--- config.mk ---
export PLATFORM = sky130hd
export DESIGN_NAME = mult_seq_unit
export DESIGN_NICKNAME = d
export VERILOG_FILES = /design/src/rtl/mips_pkg.sv /design/src/rtl/mult_sign_fix.sv /design/src/rtl/mult_seq_unit.sv
export SDC_FILE = /design/constraint.sdc
export NUM_CORES = 1
export LEC_CHECK = 0
export BUFFER_PORTS_ARGS = -buffer_cell sky130_fd_sc_hd__buf_2
export CELL_PAD_IN_SITES_DETAIL_PLACEMENT = 1
export CELL_PAD_IN_SITES_GLOBAL_PLACEMENT = 2
export CORE_MARGIN = 5
export CORE_UTILIZATION = 37
export DETAILED_ROUTE_END_ITERATION = 10
export GPL_TIMING_DRIVEN = 0
export PLACE_DENSITY_LB_ADDON = 0.1
export REMOVE_ABC_BUFFERS = 1
export SKIP_LAST_GASP = 1
export SYNTH_ARGS = -nofsm -noshare
export SYNTH_HDL_FRONTEND = slang
export SYNTH_SLANG_ARGS = --single-unit
--- constraint.sdc ---
create_clock -name clk -period 7.5 [get_ports clk]
set_clock_uncertainty 0.1 [all_clocks]
set_input_delay 0.75 -clock clk [delete_from_list [all_inputs] [get_ports clk]]
set_output_delay 0.75 -clock clk [all_outputs]
set_load 0.02 [all_outputs]
--- src/rtl/mips_pkg.sv ---
// Shared multiplier constants and sequencer state type.
package mips_pkg;

  localparam int unsigned MULT_WIDTH = 32;
  localparam int unsigned MULT_CNT_W = $clog2(MULT_WIDTH);

  typedef enum logic [1:0] {
    IDLE = 2'd0,
    RUN  = 2'd1,
    FIX  = 2'd2,
    HOLD = 2'd3
  } mult_state_t;

endpackage

--- src/rtl/mult_sign_fix.sv ---
// Sign handling for the multiplier: operand magnitudes at capture and
// conditional two's-complement negation of the finished product.
module mult_sign_fix
  import mips_pkg::*;
#(
  parameter int unsigned WIDTH = MULT_WIDTH
) (
  input  logic               sgn,
  input  logic [WIDTH-1:0]   src_a,
  input  logic [WIDTH-1:0]   src_b,
  input  logic               neg,
  input  logic [2*WIDTH-1:0] prod,
  output logic [WIDTH-1:0]   abs_a_c,
  output logic [WIDTH-1:0]   abs_b_c,
  output logic               neg_c,
  output logic [2*WIDTH-1:0] prod_c
);

  localparam int unsigned PW = 2 * WIDTH;

  logic a_neg;
  logic b_neg;

  assign a_neg = sgn & src_a[WIDTH-1];
  assign b_neg = sgn & src_b[WIDTH-1];

  // The most negative value maps onto itself, which reads correctly as unsigned.
  assign abs_a_c = a_neg ? WIDTH'(-src_a) : src_a;
  assign abs_b_c = b_neg ? WIDTH'(-src_b) : src_b;
  assign neg_c   = a_neg ^ b_neg;

  assign prod_c  = neg ? PW'(-prod) : prod;

endmodule

--- src/rtl/mult_seq_unit.sv ---
// Iterative radix-2 shift-add multiplier with start/done handshake.
// Optional MULT_ZERO_BYPASS_EN: zero operands skip straight to HOLD.
module mult_seq_unit
  import mips_pkg::*;
#(
  parameter int unsigned WIDTH = MULT_WIDTH
) (
  input  logic             clk,
  input  logic             rst,
  input  logic             start,
  input  logic             sgn,
  input  logic [WIDTH-1:0] src_a,
  input  logic [WIDTH-1:0] src_b,
  output logic             busy,
  output logic             done,
  output logic [WIDTH-1:0] hi,
  output logic [WIDTH-1:0] lo
);

  localparam int unsigned CW = $clog2(WIDTH);
  localparam int unsigned PW = 2 * WIDTH;

  mult_state_t      state;
  logic [CW-1:0]    count;
  logic [WIDTH-1:0] mcand;
  logic [WIDTH-1:0] acc_hi;
  logic [WIDTH-1:0] mplier;
  logic             neg;

  logic [WIDTH-1:0] abs_a_c;
  logic [WIDTH-1:0] abs_b_c;
  logic             neg_c;
  logic [PW-1:0]    prod_c;
  logic [WIDTH:0]   sum_c;

`ifdef MULT_ZERO_BYPASS_EN
  logic zero_op_c;
  assign zero_op_c = (src_a == '0) || (src_b == '0);
`endif

  mult_sign_fix #(.WIDTH(WIDTH)) u_sign_fix (
    .sgn     (sgn),
    .src_a   (src_a),
    .src_b   (src_b),
    .neg     (neg),
    .prod    ({acc_hi, mplier}),
    .abs_a_c (abs_a_c),
    .abs_b_c (abs_b_c),
    .neg_c   (neg_c),
    .prod_c  (prod_c)
  );

  // 33-bit partial-sum adder; carry becomes the top bit after the shift.
  assign sum_c = {1'b0, acc_hi} + (mplier[0] ? {1'b0, mcand} : (WIDTH+1)'(0));

  always_ff @(posedge clk) begin
    if (!rst) begin
      state  <= IDLE;
      count  <= '0;
      mcand  <= '0;
      acc_hi <= '0;
      mplier <= '0;
      neg    <= 1'b0;
      busy   <= 1'b0;
      done   <= 1'b0;
      hi     <= '0;
      lo     <= '0;
    end else begin
      case (state)
        IDLE: begin
          done <= 1'b0;
          busy <= 1'b0;
          if (start) begin
            mcand  <= abs_a_c;
            mplier <= abs_b_c;
            neg    <= neg_c;
            acc_hi <= '0;
            count  <= '0;
            busy   <= 1'b1;
            state  <= RUN;
`ifdef MULT_ZERO_BYPASS_EN
            if (zero_op_c) begin
              busy  <= 1'b0;
              done  <= 1'b1;
              hi    <= '0;
              lo    <= '0;
              state <= HOLD;
            end
`endif
          end
        end
        RUN: begin
          acc_hi <= sum_c[WIDTH:1];
          mplier <= {sum_c[0], mplier[WIDTH-1:1]};
          count  <= count + CW'(1);
          if (count == CW'(WIDTH - 1)) begin
            state <= FIX;
          end
        end
        FIX: begin
          {hi, lo} <= prod_c;
          busy     <= 1'b0;
          done     <= start;
          state    <= HOLD;
        end
        HOLD: begin
          // Only a low start returns to IDLE, so a held start never retriggers.
          done <= start;
          if (!start) begin
            state <= IDLE;
          end
        end
        default: state <= IDLE;
      endcase
    end
  end

endmodule

======== Yosys cells after proc, flatten, opt, wreduce, memory -nomap -nowiden ========
Index checks and enable logic that the tools add are counted.
storage, ports and cells
  logic and storage cells ................. 50
  memory bits (read-only) ................. 0
  bits in registers ....................... 170
  memories ................................ 0
  latch bits .............................. 0
  bits in writable memories ............... 0
  input port bits ......................... 68
  output and inout bits ................... 66
operators by class
  magnitude comparators ................... 0
  multipliers ............................. 0
  bitwise operators ....................... 3
  equality and inequality tests ........... 7
  reduce and logical (&&, ||, !) cells .... 8
  shift operators ......................... 0
  muxes and demuxes ....................... 17
  add/sub/neg operators ................... 5
  div/mod/pow operators ................... 0
operator list
  cell                   number
  $mux W32               5
  $pmux W32 S2           2
  $mux W64               1
  $neg A32 Y32           2
  $neg A64 Y64           1
  $add A32 B32 Y33       1
  $pmux W5 S2            1
  $pmux W2 S4            1
  $mux W2                3
  $ne A2 B2 Y1 const B   3
  $reduce_bool A2 Y1     3
  $add A5 B1 Y5 const B  1
  $eq A5 B5 Y1 const B   1
  $mux W5                1
  $eq A2 B2 Y1 const B   2
  $pmux W1 S2            2
  $reduce_and A2 Y1      2
  $reduce_and A3 Y1      1
  $and A1 B1 Y1          2
  $eq A2 B1 Y1 const B   1
  $logic_not A2 Y1       1
  $reduce_or A2 Y1       1
  $mux W1                1
  $xor A1 B1 Y1          1

======== Longest topological paths before layout ========
Gate-level depths: netlist of the first run.
  depth after elaboration ................. 4
  gate-level depth with buffers ........... 14
  gate-level depth less buffers ........... 12

======== Hierarchy ========
A second synthesis of the first run with hierarchy kept.
second synthesis, totals
  cells, all modules ...................... 1370
  area total of the unflattened synthesis .. 11167.0 sq um
by module, submodules not included
  module         cells each  area an instance (sq um)  sequential area each (sq um)  instances
  mult_seq_unit  945         8157.8                    3403.3                        1
  mult_sign_fix  425         3009.1                    0.0                           1

======== Least setup slack after synthesis of the first run ========
No wires, ideal clock.
  kind .................................... flip-flop to flip-flop
  from .................................... register mplier[0]
  to ...................................... register acc_hi[31]
  data required time ...................... 7.321 ns
  setup time .............................. 0.079 ns
  stages on the path, launching flop included .. 14
  path buffers ............................ 2
  slack ................................... 4.338 ns
  period minus slack after synthesis ...... 3.162 ns
  arrival time ............................ 2.983 ns
  cells stage by stage .................... dfxtp_1 > clkbuf_1 > clkbuf_1 > and2_1 > ha_1 > inv_1 > fa_1 > nand2b_1 > a21o_1 > a31oi_1 > a32o_1 > a31oi_1 > or4_1 > o211ai_1
between the ends
  word-level cells in the longest chain between the ends .. 3
RTL lines
  what                      line                 text
  start: declaration        mult_seq_unit.sv:27  logic [WIDTH-1:0] mplier;
  start signal: assignment  mult_seq_unit.sv:75  mplier <= abs_b_c;
  start signal: assignment  mult_seq_unit.sv:94  mplier <= {sum_c[0], mplier[WIDTH-1:1]};
  $mux W32                  mult_seq_unit.sv:54  assign sum_c = {1'b0, acc_hi} + (mplier[0] ? {1'b0, mcand} : (WIDTH+1)'(0));
  $add A32 B32 Y33          mult_seq_unit.sv:54
  $pmux W32 S2              mult_seq_unit.sv:69  case (state)
  end signal: assignment    mult_seq_unit.sv:93  acc_hi <= sum_c[WIDTH:1];
  end: declaration          mult_seq_unit.sv:26  logic [WIDTH-1:0] acc_hi;
No other way between the ends.
A chain may end at the register's enable or synchronous reset.

======== Worst setup path after layout of the first run ========
Ends and elaborated chain as after synthesis.

==> results of run 1 <==
## logic make-up after synthesis
| group | count (synthesis) | share of synthesized area, % |
|---|---|---|
| adders and majority gates | 43 | 5.04 |
| and+or+nand+nor | 500 | 22.6 |
| xor gates and xnor gates | 137 | 11.1 |
| buffers and inverters | 114 | 4.03 |
| AOI/OAI and AO/OA | 423 | 24.9 |
| DFF | 170 | 31.5 |
| muxes | 9 | 0.833 |
## Yosys cell counts, drive strengths merged, types with 3 or more instances
master  instances  area share, %
clkbuf         80            2.8
nand3          27            1.3
ha             42            4.9
o21a            6           0.42
nor2b          28            1.6
o21ai         156            7.2
and3            8           0.46
o31a            6           0.49
inv            29            1.0
xor2           78            6.3
mux2i           9           0.83
nor2           62            2.2
xnor2          59            4.8
nand3b          3           0.21
or3            28            1.7
or2             4           0.23
a31oi           9           0.52
a21boi         22            1.5
a22oi          16            1.1
a21oi          95            4.4
o211a          40            3.7
o41ai           8           0.82
and2           44            2.5
o211ai          8           0.56
nand4b          3           0.24
or4            12           0.90
o21bai          3           0.21
a21o           16            1.1
dfxtp         170             31
nand2b         18            1.0
o31ai          24            1.7
buf             5           0.24
nor4           10           0.58
nor3           23            1.1
nand2         213            7.4
nand4          12           0.69
## registers in the layout, indices dropped and copies added (netlist names)
| signal | cells |
|---|---|
| acc_hi | 32 |
| busy | 1 |
| count | 5 |
| done | 1 |
| hi | 32 |
| lo | 32 |
| mcand | 32 |
| mplier | 32 |
| neg | 1 |
| state | 2 |
## worst paths after layout
path         slack, ns                   start  cells past startpoint                      end
max reg2reg       3.34  mplier[0]$_SDFFE_PN0P_                     11  acc_hi[31]$_SDFFE_PN0P_
max               3.34  mplier[0]$_SDFFE_PN0P_                     11  acc_hi[31]$_SDFFE_PN0P_
min reg2reg       0.34     hi[31]$_SDFFE_PN0P_                      2      hi[31]$_SDFFE_PN0P_
min               0.34     hi[31]$_SDFFE_PN0P_                      2      hi[31]$_SDFFE_PN0P_
## cell usage in the layout (no fill, tap or decap), drive strengths merged, types with 3 or more instances in the layout
cell type	instances
nand2	213
dfxtp	170
o21ai	156
buf	140
a21oi	95
xor2	78
nor2	62
xnor2	59
and2	44
ha	42
o211a	40
inv	35
nor2b	28
or3	28
nand3	27
o31ai	24
nor3	23
a21boi	22
clkbuf	19
nand2b	18
a22oi	16
a21o	16
nand4	12
or4	12
nor4	10
mux2i	9
a31oi	9
and3	8
o211ai	8
o41ai	8
o31a	6
o21a	6
or2	4
nand4b	3
o21bai	3
nand3b	3
clkinvlp	3
clkinv	3
## power by group
group / internal (mW) / switching [mW]
Combinational: 0.563 / 1.04
Clock: 0.467 / 0.418
Sequential: 1.10 / 0.210
## area by class of cell
class,instances,area (um^2),share of cell area (%)
multi-input combinational,1112,7000,56.5
inverter,29,109,0.878
sequential,170,3400,27.5
timing repair buffer,140,831,6.70
clock inverter,13,134,1.08
clock buffer,19,433,3.49
tap,384,480,3.88
## per-layer routing
layer / global-route usage [%] / part of all wire, % / up-vias
met5: 0 / 0 / -
met4: 2.91 / 0.55 / 0
met3: 2.69 / 2.5 / 14
met2: 33.7 / 47 / 125
met1: 28.7 / 50 / 4931
li1: - / - / 5082
## stage by stage
stage | hold WS [ns] | instances | setup slack [ns] | cell area [um^2] | total power [mW]
final | 0.343 | 1867 | 3.34 | 12400 | 3.80
after global routing | 0.364 | 1867 | 2.88 | 12400 | 4.07
after CTS | 0.348 | 1867 | 3.21 | 12400 | 3.85
after detailed placement | 0.338 | 1835 | 3.25 | 11800 | 2.95
after global placement | 0.333 | 1828 | 1.43 | 11600 | 2.86
after floorplan | 0.339 | 1311 | 3.70 | 10500 | 2.30
## critical path: stages, from the launching register on
cell	delay (ns)
dfxtp_1	1.09
and2_1	0.29
ha_1	0.18
inv_1	0.05
fa_1	0.37
nand2b_1	0.20
a21o_1	0.19
a31oi_1	0.39
a32o_1	0.33
a31oi_1	0.22
or4_1	0.55
o211ai_1	0.10
==> flow_metrics.env, run 1 <==
export IMPL_cp_required_ns=7.75
export IMPL_critPathMaxFanout=38
export IMPL_async_flop_share_pct=0
export IMPL_tightest_slew_ns=1.31
export IMPL_cts_buffer_depth=2
export IMPL_grt_max_degree=88
export IMPL_final_nets=1581
export IMPL_diodes=0
export IMPL_drt_initial_drc_count=471
export IMPL_antenna_found_initial=0
export IMPL_grt_pass1_wl_um=54600
export IMPL_cts_resized=0
export IMPL_dieArea_um2=32800
export IMPL_ys_seq_area_share_pct=31.5
export IMPL_syn_area_per_cell_um2=7.75
export IMPL_max_freq_ghz=0.240
export IMPL_outcome="completed"
export IMPL_clk_pin_slew_worst_paths_ns=0.07
export IMPL_period_needed_ns=4.16
export IMPL_fillers=3569
export IMPL_htree_levels=4
export IMPL_gr_total_overflow=0
export IMPL_ys_flop_type="dfxtp_1"
export IMPL_routabilityCongestion=0.819
export IMPL_vias=10152
export IMPL_core_um2=28800
export IMPL_cts_buffers=17
export IMPL_worstSkewPairLatency_ns=0.44
export IMPL_rsz0062_at_grt="no"
export IMPL_wl_um=34000
export IMPL_drv_cap=0
export IMPL_syn_area_um2=10800
export IMPL_postRouteAntennaNets=0
export IMPL_synth_distinct_cells=61
export IMPL_leakage_nw=5.27
export IMPL_root_buffer="clkbuf_16"
export IMPL_synth_edf_count=0
export IMPL_drt_pass1_iterations=5
export IMPL_die_height_um=181
export IMPL_ir_worst_vdd_v=0.000157
export IMPL_finish_utilization_pct=43.1
export IMPL_avgViaCountPerCell=5.44
export IMPL_grt_total_usage_pct=20.2
export IMPL_critPathArrivalTime_ns=4.41
export IMPL_grt_pass1_vias=10023
export IMPL_ys_seq_elements=170
export IMPL_wl_per_cell_um=18.2
export IMPL_crit_path_start_kind="register"
export IMPL_synth_warnings=0
export IMPL_end_kind="register"
export IMPL_syn_inst=1396
export IMPL_hpwl_um=25500
export IMPL_cts_sinks=170
export IMPL_critPathKind="register to register"
export IMPL_worstHoldPathType="register to register"
export IMPL_io_buffers=133
export IMPL_finalCritPeriodShare_pct=55.5
export IMPL_tritoncts="done"
export IMPL_hold_viol=0
export IMPL_slew_viol_final=0
export IMPL_top_level_ports=134
export IMPL_drc=0
export IMPL_area_delta_synth_final_pct=14.6
export IMPL_slew_headroom_pct=12.3
export IMPL_die_width_um=181
export IMPL_setup_violations=0
export IMPL_start_util_pct=37.6
export IMPL_power_density_nw_per_um2=307
export IMPL_drive_above_1_share_pct=12.9
export IMPL_post_cts_buffers=0
export IMPL_setup_tns_ns=0
export IMPL_num_rows=62
export IMPL_holdBufCountCts=0
(Power assumes the default switching activity.)
==> inputs of run 2 (changes only) <==
- ABC_AREA: not set -> 1
- CORE_UTILIZATION: 37 -> 32
- clock period: 7.5 -> 4.3 ns (I/O delays scaled with it)
==> run 2 against run 1 <==
  * Combinational power increased by 130%
  * Hold slack got worse by 0.18 ns
  * Sequential share of layout area decreased by 3.9 points
  * Flip-flop and latch count stayed put
  * Final cell count grew 50%
  * Worst setup slack worse by 2.9 ns
  * Global-route usage up 2.2 points
  * Largest cell class unchanged
==> flow_metrics.env, run 2 <==
export IMPL_outcome="completed"
export IMPL_avgViaCountPerCell=5.00
export IMPL_holdBufCountCts=0
export IMPL_crit_path_start_kind="register"
export IMPL_slew_headroom_pct=10.4
export IMPL_core_um2=39500
export IMPL_synth_warnings=0
export IMPL_end_kind="register"
export IMPL_finalCritPeriodShare_pct=89.8
export IMPL_clk_pin_slew_worst_paths_ns=0.08
export IMPL_routabilityCongestion=0.903
export IMPL_drv_cap=0
export IMPL_power_density_nw_per_um2=516
export IMPL_postRouteAntennaNets=0
export IMPL_critPathMaxFanout=48
export IMPL_fillers=5375
export IMPL_cp_required_ns=4.54
export IMPL_fin_ws_ns=0.437
export IMPL_switching_share_pct=49.4
export IMPL_area_delta_synth_final_pct=13.4
export IMPL_syn_inst=2180
export IMPL_wl_um=49600
export IMPL_grt_max_degree=77
export IMPL_final_common_cell="nand2_1"
export IMPL_grt_pass1_wl_um=78300
export IMPL_pre_cts_ws_ns=0.364
export IMPL_whs_path_depth=3
export IMPL_tritoncts="done"
export IMPL_critPathKind="register to register"
export IMPL_rrSetupSlack_ns=0.44
export IMPL_rsz0062_at_grt="no"
export IMPL_antenna_found_initial=1
export IMPL_pwr_share_clk_pct=20.6
export IMPL_yosysMostFrequentCell="nand2_1"
export IMPL_die_width_um=210
export IMPL_diodes=0
export IMPL_drt_initial_drc_count=755
export IMPL_vias=14024
export IMPL_root_buffer="clkbuf_16"
export IMPL_gr_total_overflow=0
export IMPL_yosysTopAreaCell="dfxtp_1"
export IMPL_io_buffers=133
export IMPL_max_freq_ghz=0.259
export IMPL_wl_per_cell_um=17.7
export IMPL_synth_area_leaders="dfxtp_1 27%, nand2_1 21%, inv_1 8.1%"
export IMPL_cts_buffers=17
export IMPL_setup_violations=0
export IMPL_slew_viol_final=0
export IMPL_cts_resized=0
export IMPL_cts_sinks=170
export IMPL_post_cts_buffers=0
export IMPL_syn_area_per_cell_um2=5.85
export IMPL_p_switching_mw=3.68
export IMPL_drc=0
export IMPL_ys_seq_area_share_pct=26.7
export IMPL_hpwl_um=39200
export IMPL_top_usage_layer="met2"
export IMPL_ys_seq_elements=170
export IMPL_leakage_nw=7.44
export IMPL_dieArea_um2=44000
export IMPL_layout_common_cells="704 x nand2_1, 275 x inv_1, 245 x nor2_1"
export IMPL_syn_area_um2=12800
export IMPL_met3_usage_pct=2.48
export IMPL_grt_pass1_vias=13918
export IMPL_rr_worst_depth=8
export IMPL_cts_buffer_depth=2
export IMPL_synth_distinct_cells=51
export IMPL_synth_edf_count=0
export IMPL_postLayoutCellArea_um2=14500
export IMPL_async_flop_share_pct=0
export IMPL_critPathArrivalTime_ns=4.10
export IMPL_pwr_share_seq_pct=30.4
export IMPL_dpl_cell_area_um2=13900
export IMPL_grtUsageMet1_pct=31.2
export IMPL_setup_tns_ns=0
export IMPL_worstHoldPathType="input port to register"
export IMPL_share_comb_of_total_power_pct=49.0
export IMPL_top_level_ports=134
export IMPL_ir_worst_vdd_v=0.000297
export IMPL_drt_pass1_iterations=5
export IMPL_worstSkewPairLatency_ns=0.46
export IMPL_period_needed_ns=3.86
export IMPL_ys_flop_type="dfxtp_1"
export IMPL_fin_total_pwr_mw=7.47
export IMPL_synth_top_cell_area_share_pct=26.7
export IMPL_p_int_mw=3.78
export IMPL_htree_levels=4
export IMPL_start_util_pct=32.3
export IMPL_num_rows=73
export IMPL_synth_commonest_cells="704 x nand2_1, 276 x inv_1, 247 x nor2_1, 174 x a21oi_1, 170 x dfxtp_1"
export IMPL_final_nets=2378
export IMPL_met2_usage_pct=37.3
export IMPL_drive_above_1_share_pct=11.0
export IMPL_fin_hold_ws_ns=0.166
export IMPL_hold_viol=0
export IMPL_tightest_slew_ns=1.34
export IMPL_grt_total_usage_pct=22.4
export IMPL_die_height_um=210
run 2: cell types whose count changed in the layout (fill, tap and decap cells not counted), sizes merged, moves of 39 or more:
cell / previous run / this run
xnor2: 59 / 10
o21ai: 156 / 115
nand2: 213 / 720
inv: 35 / 289
nor2: 62 / 270
o211a: 40 / 0
a21oi: 95 / 174
xor2: 78 / 25
and2: 44 / 5
nand3: 27 / 175
run 2: metal layers:
layer  up-vias  part of all wire, %
li1       7114                    -
met1      6661                   49
met2       211                   46
met3        38                  2.7
met4         0                  1.9
met5         -                    0
run 2: worst max-delay path, cell delays in order, from the launching register on:
cell and delay (ns):
dfxtp_1 0.33, inv_1 0.12, ha_2 0.73, inv_2 0.53, o21ai_2 0.86, inv_4 0.37
buf_16 0.32, a221oi_1 0.31, nor2_1 0.06
run 2: per-stage QoR:
stage,std cells,util (%)
after floorplan,2111,-
after global routing,2805,36.6
after detailed placement,2773,35.2
final,2805,36.6
after global placement,2769,34.8
after CTS,2805,36.6
run 2: area by class of cell:
| type | instances | area, um^2 | share of cell area, % |
|---|---|---|---|
| Sequential cell | 170 | 3410 | 23.6 |
| Multi-Input combinational cell | 1651 | 7980 | 55.2 |
| Tap cell | 525 | 657 | 4.54 |
| Clock inverter | 11 | 86.3 | 0.597 |
| Clock buffer | 21 | 470 | 3.25 |
| Timing Repair Buffer | 137 | 768 | 5.31 |
| Inverter | 290 | 1100 | 7.59 |
run 2: cells by family after synthesis:
group	share of synthesized area (%)
AO/OA/AOI/OAI	13.5
adder cells (fa/ha/maj)	4.28
buffers and inverters	10.9
AND/OR/NAND/NOR	42.2
XOR/XNOR	2.40
flip-flops	26.7
run 2: worst paths after layout:
path                         start                endpoint
max          state[1]$_SDFFE_PN0P_  mplier[1]$_SDFFE_PN0P_
min                       src_a[0]   mcand[0]$_SDFFE_PN0P_
max reg2reg  state[1]$_SDFFE_PN0P_  mplier[1]$_SDFFE_PN0P_
min reg2reg    lo[27]$_SDFFE_PN0P_     lo[27]$_SDFFE_PN0P_
run 2: power groups by stage:
| stage | Combinational (mW) | Clock, mW | Sequential [mW] |
|---|---|---|---|
| 2_1_floorplan | 2.35 | 0 | 2.30 |
| 3_3_place_gp | 3.55 | 0 | 2.30 |
| 3_5_place_dp | 3.68 | 0 | 2.31 |
| 4_1_cts | 3.69 | 1.58 | 2.28 |
| 5_1_grt | 4.08 | 1.63 | 2.33 |
| 6_report | 3.65 | 1.54 | 2.27 |
